==> src/rtl/mdio_c45_master.sv <==
// mdio_c45_master: Wishbone-controlled Clause-45 MDIO master issuing one frame per START command.
module mdio_c45_master #(
  parameter int CLK_DIV = 20,
  parameter int PREAMBLE_LEN = 32
) (
  input  logic        wb_clk_i,
  input  logic        wb_rst_i,
  input  logic        wb_cyc_i,
  input  logic        wb_stb_i,
  input  logic        wb_we_i,
  input  logic [3:0]  wb_sel_i,
  input  logic [31:0] wb_adr_i,
  input  logic [31:0] wb_dat_i,
  output logic [31:0] wb_dat_o,
  output logic        wb_ack_o,
  output logic        wb_err_o,
  output logic        mdc,
  input  logic        mdi,
  output logic        mdo,
  output logic        mdo_oe,
  output logic        mdio_sel
);
  typedef enum logic [2:0] {IDLE, PRE, HDR, TA, DATA, END} state_t;
  state_t state, state_n;
  logic [5:0] bcnt, bcnt_n;
  logic [7:0] div;
  logic tick, rise, fall, acc, wr, ctrl_start, start, bad_start, busy;
  logic [1:0] op;
  logic port, valid, noresp, rd, unused_ok;
  logic [4:0] prtad, devad;
  logic [15:0] wdata, rdata, rsh;
  logic [31:0] tx, rmux;
  assign unused_ok = ^{wb_sel_i, wb_adr_i[31:4], wb_adr_i[1:0], wb_dat_i[30:16]};
  assign busy = state != IDLE;
  assign tick = div == 8'(CLK_DIV - 1);
  assign rise = busy & tick & ~mdc;
  assign fall = busy & tick & mdc;
  // registered ack/err gate the strobe so a held strobe is not taken twice
  assign acc = wb_cyc_i & wb_stb_i & ~wb_ack_o & ~wb_err_o;
  assign wr = acc & wb_we_i;
  assign ctrl_start = wr & (wb_adr_i[3:2] == 2'd0) & wb_dat_i[31];
  assign start = ctrl_start & ~busy;
  assign bad_start = ctrl_start & busy;
  assign mdo = (state == HDR || state == TA || state == DATA) ? tx[31] : 1'b1;
  assign mdo_oe = state == PRE || state == HDR || ((state == TA || state == DATA) && !rd);
  assign rmux = wb_adr_i[3:2] == 2'd0 ? {busy, noresp, 27'd0, port, op} :
                wb_adr_i[3:2] == 2'd1 ? {19'd0, devad, 3'd0, prtad} :
                wb_adr_i[3:2] == 2'd2 ? {16'd0, wdata} : {15'd0, valid, rdata};
  always_comb begin
    state_n = state;
    bcnt_n = bcnt;
    if (state == IDLE) begin
      if (start) begin
        state_n = PREAMBLE_LEN > 0 ? PRE : HDR;
        bcnt_n = PREAMBLE_LEN > 0 ? 6'(PREAMBLE_LEN - 1) : 6'd13;
      end
    end else if (fall) begin
      if (bcnt != 6'd0) bcnt_n = bcnt - 6'd1;
      else
        case (state)
          PRE: begin state_n = HDR; bcnt_n = 6'd13; end
          HDR: begin state_n = TA; bcnt_n = 6'd1; end
          TA: begin state_n = DATA; bcnt_n = 6'd15; end
          DATA: begin state_n = END; bcnt_n = 6'd0; end
          default: begin state_n = IDLE; bcnt_n = 6'd0; end
        endcase
    end
  end
  always_ff @(posedge wb_clk_i or posedge wb_rst_i)
    if (wb_rst_i) begin
      state <= IDLE;
      bcnt <= '0;
    end else begin
      state <= state_n;
      bcnt <= bcnt_n;
    end
  always_ff @(posedge wb_clk_i or posedge wb_rst_i)
    if (wb_rst_i) begin
      wb_ack_o <= 1'b0;
      wb_err_o <= 1'b0;
      wb_dat_o <= '0;
      div <= '0;
      mdc <= 1'b0;
      mdio_sel <= 1'b0;
      op <= '0;
      port <= 1'b0;
      prtad <= '0;
      devad <= '0;
      wdata <= '0;
      rdata <= '0;
      rsh <= '0;
      valid <= 1'b0;
      noresp <= 1'b0;
      rd <= 1'b0;
      tx <= '0;
    end else begin
      wb_ack_o <= acc & ~bad_start;
      wb_err_o <= bad_start;
      wb_dat_o <= acc ? rmux : 32'd0;
      div <= (!busy || tick) ? 8'd0 : div + 8'd1;
      mdc <= busy & (tick ? ~mdc : mdc);
      if (wr && !busy && wb_adr_i[3:2] == 2'd0) begin
        op <= wb_dat_i[1:0];
        port <= wb_dat_i[2];
      end
      if (wr && !busy && wb_adr_i[3:2] == 2'd1) begin
        prtad <= wb_dat_i[4:0];
        devad <= wb_dat_i[12:8];
      end
      if (wr && !busy && wb_adr_i[3:2] == 2'd2) wdata <= wb_dat_i[15:0];
      // the frame shadow: header, turnaround and data shifted out MSB first
      if (start) begin
        tx <= {2'b00, wb_dat_i[1:0], prtad, devad, 2'b10, wdata};
        rd <= wb_dat_i[1];
        mdio_sel <= wb_dat_i[2];
        valid <= 1'b0;
        noresp <= 1'b0;
      end else if (fall && (state == HDR || state == TA || state == DATA))
        tx <= {tx[30:0], 1'b0};
      if (rise && rd && state == TA && bcnt == 6'd0) noresp <= mdi;
      if (rise && state == DATA) rsh <= {rsh[14:0], mdi};
      if (fall && rd && state == DATA && bcnt == 6'd0) begin
        rdata <= rsh;
        valid <= 1'b1;
      end
    end
endmodule

==> config.mk <==
export PLATFORM = sky130hd
export DESIGN_NAME = mdio_c45_master
export DESIGN_NICKNAME = d
export VERILOG_FILES = /design/src/rtl/mdio_c45_master.sv
export SDC_FILE = /design/constraint.sdc
export NUM_CORES = 1
export LEC_CHECK = 0
export BUFFER_PORTS_ARGS = -buffer_cell sky130_fd_sc_hd__clkbuf_2
export CORE_UTILIZATION = 40
export CTS_CLUSTER_SIZE = 24
export DETAILED_ROUTE_END_ITERATION = 10
export GPL_ROUTABILITY_DRIVEN = 1
export PLACE_DENSITY = 0.65
export SLEW_MARGIN = 40
export SYNTH_ARGS = -nofsm -noshare
export SYNTH_HDL_FRONTEND = slang
export SYNTH_SLANG_ARGS = --single-unit
==> constraint.sdc <==
create_clock -name wb_clk_i -period 10.75 [get_ports wb_clk_i]
set_input_delay 1.075 -clock wb_clk_i [delete_from_list [all_inputs] [get_ports wb_clk_i]]
set_output_delay 1.075 -clock wb_clk_i [all_outputs]
set_load 0.03 [all_outputs]
==> out/results.tsv, run 1 <==
metric	value	unit
status	finished with violations	
violations	design-rule violations	
start_util	41.4	%
die_area	15600	um2
cts_sinks	136	
drv_slew	0	
cts_buffer_depth	2	
drc	8	
ant_nets	0	
synth_area	6060	um2
die_x	125	um
maxCapViolations	0	
dp_hpwl	7840	um
synth.distinct_cells	52	
num-fill-cells	1299	
synth_area_per_cell	12.2	um2
syn-instance-count	495	
drt_pass1_iterations	10	
layout-area-overhead-vs-synth	15.5	%
h-tree-depth	4	
drive_above_1_share	30.6	%
relSlewSlack	46.2	%
yosys_warnings	0	
fin_nets	616	
worstPathRequired	9.68	ns
grtUsageTotal	16.7	%
synth_most_common_cell	dfrtp_1	
wire_per_inst	16.8	um
numPortBuffers	49	
cp_max_fo	12	
ys_ff_latch	136	
grt_pass1_vias	3957	
root_buffer	clkbuf_16	
synth_area_leaders	dfrtp_1 56%, mux2_2 11%, mux2i_1 5.6%, o21ai_0 2.8%, nand2_1 2.6%	
cts_tree	yes	
antenna_found_initial	0	
via_per_inst	5.31	
cts_resized	0	
whs	0.485	ns
die_height	125	um
worstReg2RegEnd	rdata[0]	
rsz0062_at_grt	no	
layout_min_cycle_time	2.95	ns
min_path_cells	2	
period_share	27.4	%
synthFlopType	dfrtp_1	
multi_input_area	2440	um2
regArea	3400	um2
start_kind	register	
leakagePower	3.44	nW
num_antenna_cells	0	
hold_path_end	valid	
yosysTopAreaCellShare	56.2	%
drt_iter0_drc	218	
p_per_area	197	nW/um2
synth_top_area_cell	dfrtp_1	
std_cell_rows	44	
peakVddDrop	117	uV
vias	3907	
cp.arrival	1.87	ns
setup_violations	0	
io_pins	112	
endpoint_kind	primary output	
final.setup.tns	0	ns
core	14600	um2
clkLatencyLatePin	0.42	ns
reg2reg_slack	8.08	ns
synth-async-reset-ratio	100	%
hp-start	valid	
grt-ovfl-total	0	
r2r_start	div[2]	
hp-class	reg2reg	
gp_congestion	0.798	
synth_edf_count	0	
synthTopCellsByCount	136 x dfrtp_1, 60 x mux2_2, 42 x nand2_1	
r2r_cells	4	
clk_pin_slew_worst_paths	0.06	ns
fmax	339	MHz
drt-total-wl	12300	um
grt_max_degree	78	
cts_buffers	17	
worstMarginPinSlew	0.801	ns
critical_path_class	reg2out	
fin_skew	0.00757	ns
post_cts_buffers	0	
hold_viol	0	
grt_pass1_wl	20200	um
postCtsHoldBufs	0	
yosysSeqAreaShare	56.2	%
-- per-layer routing --
metal	global-route usage [%]	wire [um]	up-vias
met5	0	0	-
met4	6.10	176	0
met3	4.58	635	15
met2	26.4	5920	107
met1	21.9	5620	1979
li1	-	-	1806
-- report_power, final --
group          internal [W]  total (W)  leakage, nW  switching (W)
logic             0.0000777   0.000164         1.42      0.0000868
registers          0.000584   0.000636         1.73      0.0000522
clock network      0.000355   0.000578        0.290       0.000222
total               0.00102    0.00138         3.44       0.000361
-- flip-flops by register name, indices dropped and copies added (netlist names) --
| register | flops |
|---|---|
| wb_dat_o | 19 |
| mdc | 1 |
| rsh | 16 |
| wdata | 16 |
| valid | 1 |
| prtad | 5 |
| tx | 32 |
| op | 2 |
| wb_ack_o | 1 |
| bcnt | 6 |
| port | 1 |
| devad | 5 |
| rd | 1 |
| state | 3 |
| noresp | 1 |
| rdata | 16 |
| div | 8 |
| wb_err_o | 1 |
| mdio_sel | 1 |
-- stage by stage --
stage	utilization, %	instances	setup WS [ns]	total power, W	cell area, um2
2_1_floorplan	-	507	6.04	0.000766	6100
3_3_place_gp	43.7	704	7.30	0.000798	6390
3_5_place_dp	43.7	704	7.24	0.000808	6390
4_1_cts	47.7	736	7.62	0.00139	6990
5_1_grt	47.8	736	7.70	0.00144	7000
6_report	47.8	736	7.80	0.00138	7000
-- layout by cell type, fill, tap and decap left out, types with 2 or more instances in the layout --
master,n
a21oi_1,5
a22oi_1,8
a31oi_1,2
and2_1,4
and3_1,3
buf_4,3
bufinv_16,2
clkbuf_16,17
clkbuf_2,49
clkbuf_8,2
clkinv_2,3
clkinv_4,3
clkinvlp_4,2
conb_1,13
dfrtp_1,136
ha_1,3
inv_1,11
inv_6,4
mux2_2,60
mux2_4,10
mux2i_1,34
mux4_2,3
nand2_1,42
nand2b_1,3
nand3_1,7
nand4_1,5
nor2_1,33
nor2b_1,3
nor3_1,5
nor4_1,3
o21ai_0,34
o21bai_1,2
o22ai_1,2
o2bb2ai_1,3
o31ai_1,5
xnor2_1,2
xor2_1,5
-- critical path, stage by stage (launching register included) --
cell,delay [ns]
dfrtp_1,0.54
nor3b_1,0.52
o21bai_1,0.18
clkbuf_2,0.21
-- cell type report --
type / instances / area share [%]
Multi-Input combinational cell: 319 / 34.9
Tap cell: 184 / 3.29
Clock buffer: 19 / 6.47
Inverter: 12 / 0.715
Timing Repair Buffer: 53 / 3.99
Sequential cell: 136 / 48.6
Clock inverter: 13 / 2.04
-- logic make-up (layout without fill, tap and decap cells) --
family / after synthesis / count (layout) / synth area share [%]
AO/OA/AOI/OAI: 67 / 67 / 6.79
XOR/XNOR: 7 / 7 / 1.01
adder cells (fa/ha/maj): 3 / 3 / 0.620
buffers and inverters: 52 / 97 / 4.85
flip-flops: 136 / 136 / 56.2
multiplexers: 107 / 107 / 20.4
other: 1 / 13 / 0.0619
AND/OR/NAND/NOR: 122 / 122 / 10.1
-- worst max-delay path by stage --
| stage | from | to | slack [ns] | cells after the start |
|---|---|---|---|---|
| 4_1_cts | wb_cyc_i | state[0] | 7.62 | 5 |
| 3_3_place_gp | wb_cyc_i | state[0] | 7.30 | 5 |
| 2_1_floorplan | wb_rst_i | bcnt[0] | 6.04 | 1 |
| 6_report | state[2] | mdo | 7.80 | 3 |
| 5_1_grt | state[2] | mdo | 7.70 | 3 |
| 3_5_place_dp | wb_cyc_i | state[0] | 7.24 | 5 |
Note: power is estimated with default switching activity, not from simulation.
==> run 2, diff against run 1 <==
--- a/config.mk
+++ b/config.mk
@@ -5,12 +5,13 @@
 export SDC_FILE = /design/constraint.sdc
 export NUM_CORES = 1
 export LEC_CHECK = 0
+export ABC_AREA = 1
 export BUFFER_PORTS_ARGS = -buffer_cell sky130_fd_sc_hd__clkbuf_2
 export CORE_UTILIZATION = 40
 export CTS_CLUSTER_SIZE = 24
 export DETAILED_ROUTE_END_ITERATION = 10
 export GPL_ROUTABILITY_DRIVEN = 1
-export PLACE_DENSITY = 0.65
+export PLACE_DENSITY = 0.64
 export SLEW_MARGIN = 40
 export SYNTH_ARGS = -nofsm -noshare
 export SYNTH_HDL_FRONTEND = slang
==> constraint.sdc (replaced) <==
create_clock -name wb_clk_i -period 2.8 [get_ports wb_clk_i]
set_input_delay 0.28 -clock wb_clk_i [delete_from_list [all_inputs] [get_ports wb_clk_i]]
set_output_delay 0.28 -clock wb_clk_i [all_outputs]
set_load 0.03 [all_outputs]
==> out/results.tsv, run 2 <==
metric	value	unit	change
gp_congestion	0.877		+9.9%
whs	0.111	ns	-0.373 ns
final.setup.tns	0	ns	unchanged
vias	4921		+26%
critical_path_class	reg2reg		
synthTopCellsByCount	239 x nand2_1, 136 x dfrtp_1, 71 x nor2_1		
synthAdderAreaFrac	0.590	%	-0.030 points
drv_slew	0		unchanged
ys_ff_latch	136		unchanged
start_kind	register		
cts_buffers	17		unchanged
hold_path_end	wdata[13]		
syn-instance-count	755		+53%
numPortBuffers	49		unchanged
leakagePower	3.67	nW	+6.6%
layout_common_cells	239 x nand2_1, 136 x dfrtp_1, 71 x nor2_1		
antenna_found_initial	0		unchanged
synthFlopType	dfrtp_1		
grt_pass1_vias	4679		+18%
setup_violations	0		unchanged
p_seq_share	44.7	%	-1.5 points
h-tree-depth	4		unchanged
yosys_warnings	0		unchanged
r2r_cells	9		+5
maxCapViolations	0		unchanged
die_height	128	um	+2.5%
core	15400	um2	+5.0%
worstReg2RegEnd	rsh[3]		
yosysSeqAreaShare	53.4	%	-2.7 points
grt_max_degree	80		+2.6%
p_int	0.00367	W	+260%
p_sw	0.00141	W	+290%
synth_top_area_cell	dfrtp_1		
status	finished clean		
postCtsHoldBufs	1		+1
yosysTopAreaCellShare	53.4	%	-2.7 points
combPwrFrac	11.7	%	-0.2 points
period_share	73.1	%	
num-fill-cells	1454		+12%
multi_input_area	2460	um2	+0.67%
drt_iter0_drc	439		+100%
cp.arrival	2.39	ns	+0.52 ns
synth_edf_count	0		unchanged
p_sw_share	27.8	%	+1.6 points
cp_max_fo	32		+20
worstMarginPinSlew	0.744	ns	-0.0569 ns
place_area	6720	um2	+5.2%
rsz0062_at_grt	no		
io_pins	112		unchanged
synth.area.mux_share	0	%	-20 points
r2r_start	div[0]		
layout_commonest_cell	nand2_1		
drt_pass1_iterations	5		-5
worstPathRequired	3.15	ns	-6.53 ns
synth.distinct_cells	36		-31%
fin_skew	0.00978	ns	+0.00221 ns
fin_nets	879		+43%
synth_area	6370	um2	+5.1%
via_per_inst	4.80		-9.6%
grt-ovfl-total	0		unchanged
largest_register_ffs	32		unchanged
post_cts_buffers	0		unchanged
p_per_area	695	nW/um2	+250%
peakVddDrop	420	uV	+260%
synth-async-reset-ratio	100	%	unchanged
hold_viol	0		unchanged
start_util	41.4	%	+0.045 points
synth_top_family_by_area	simple AND/OR/NAND/NOR gates		
cts_sinks	136		unchanged
relSlewSlack	50.3	%	+4.1 points
power.share.clock	43.6	%	+1.7 points
dp_hpwl	9330	um	+19%
power	0.00509	W	+270%
num_antenna_cells	0		unchanged
root_buffer	clkbuf_16		
clk_pin_slew_worst_paths	0.06	ns	about the same
cts_resized	0		unchanged
die_x	128	um	+2.5%
fmax	488	MHz	
reg2reg_slack	0.75	ns	-7.33 ns
hp-start	wb_dat_i[13]		
synth_most_common_cell	nand2_1		
top_regs	tx (32), wb_dat_o (19)		
ant_nets	0		unchanged
layout_min_cycle_time	2.05	ns	
clkLatencyLatePin	0.42	ns	about the same
std_cell_rows	45		+2.3%
synth_area_per_cell	8.43	um2	-31%
regArea	3400	um2	unchanged
regMostFlops	tx		
cts_tree	yes		
drt-total-wl	13900	um	+12%
grt_pass1_wl	23600	um	+17%
synth-simple-area-share	26.8	%	+17 points
hp-class	in2reg		
drc	0		-8
layout-area-overhead-vs-synth	15.0	%	
die_area	16400	um2	+5.0%
cts_buffer_depth	2		unchanged
synth_compound_area_share	10.1	%	+3.3 points
drive_above_1_share	16.6	%	-14 points
wire_per_inst	13.5	um	-19%
grtUsageTotal	18.7	%	+2.0 points
endpoint_kind	register		
min_path_cells	3		+1
synth_xor_area_share	0.275	%	-0.74 points
synth_area_leaders	dfrtp_1 53%, nand2_1 14%, nor2_1 4.2%, nand3_1 3.9%, inv_1 3.4%		
final_area	7320	um2	+4.6%
## run 2: stage by stage
step	setup WS, ns	util [%]	instances
after floorplan	0.827	-	767
after global placement	0.811	43.7	993
after detailed placement	0.773	43.7	993
after CTS	0.729	47.6	1026
after global routing	0.551	47.6	1026
final	0.752	47.6	1026
## run 2: worst max-delay path, stage by stage (launching register included)
cell and delay [ns]:
dfrtp_1 0.37, ha_1 0.25, inv_1 0.06, nor2_1 0.08, nand2_1 0.06, nor2_1 0.17, nand3_2 0.12, nor2_4 0.58
nand2_1 0.15, o21ai_1 0.11
## run 2: cells by family after synthesis
kind of cell,after synthesis
AOI/OAI and AO/OA,111
and+or+nand+nor,395
DFF,136
other,1
buffers and inverters,107
adders and majority gates,3
xor gates and xnor gates,2
## run 2: power groups by stage
stage / Combinational, W / Sequential, W / Clock (W)
finish: 0.000594 / 0.00227 / 0.00222
global route: 0.000685 / 0.00230 / 0.00234
CTS: 0.000601 / 0.00227 / 0.00226
detailed placement: 0.000594 / 0.00230 / 0
global placement: 0.000585 / 0.00230 / 0
floorplan: 0.000461 / 0.00229 / 0
## run 2: routing by layer
layer	GRT usage, %	share of wire (%)	vias up
met1	25.7	47	2317
met3	3.71	4.7	15
met2	29.0	47	116
met5	0	0	-
li1	-	-	2473
met4	7.68	1.4	0
## run 2: how the worst max path moves through the flow
| stage | startpoint | to | slack (ns) | cells after the start |
|---|---|---|---|---|
| after floorplan | wb_rst_i | bcnt[0] | 0.83 | 1 |
| after global placement | div[0] | rsh[3] | 0.81 | 9 |
| after detailed placement | div[0] | rsh[3] | 0.77 | 9 |
| after CTS | state[1] | mdo_oe | 0.73 | 6 |
| after global routing | div[0] | rsh[3] | 0.55 | 9 |
| final | div[0] | rsh[3] | 0.75 | 9 |
## run 2: final cells by class
class	instances	share of cell area (%)
clock buffers	19	6.05
clock inverters	13	1.97
inverters	63	3.32
multi-input cells	524	33.5
flip-flops and latches	136	46.5
well taps	211	3.61
repair buffers	60	5.02
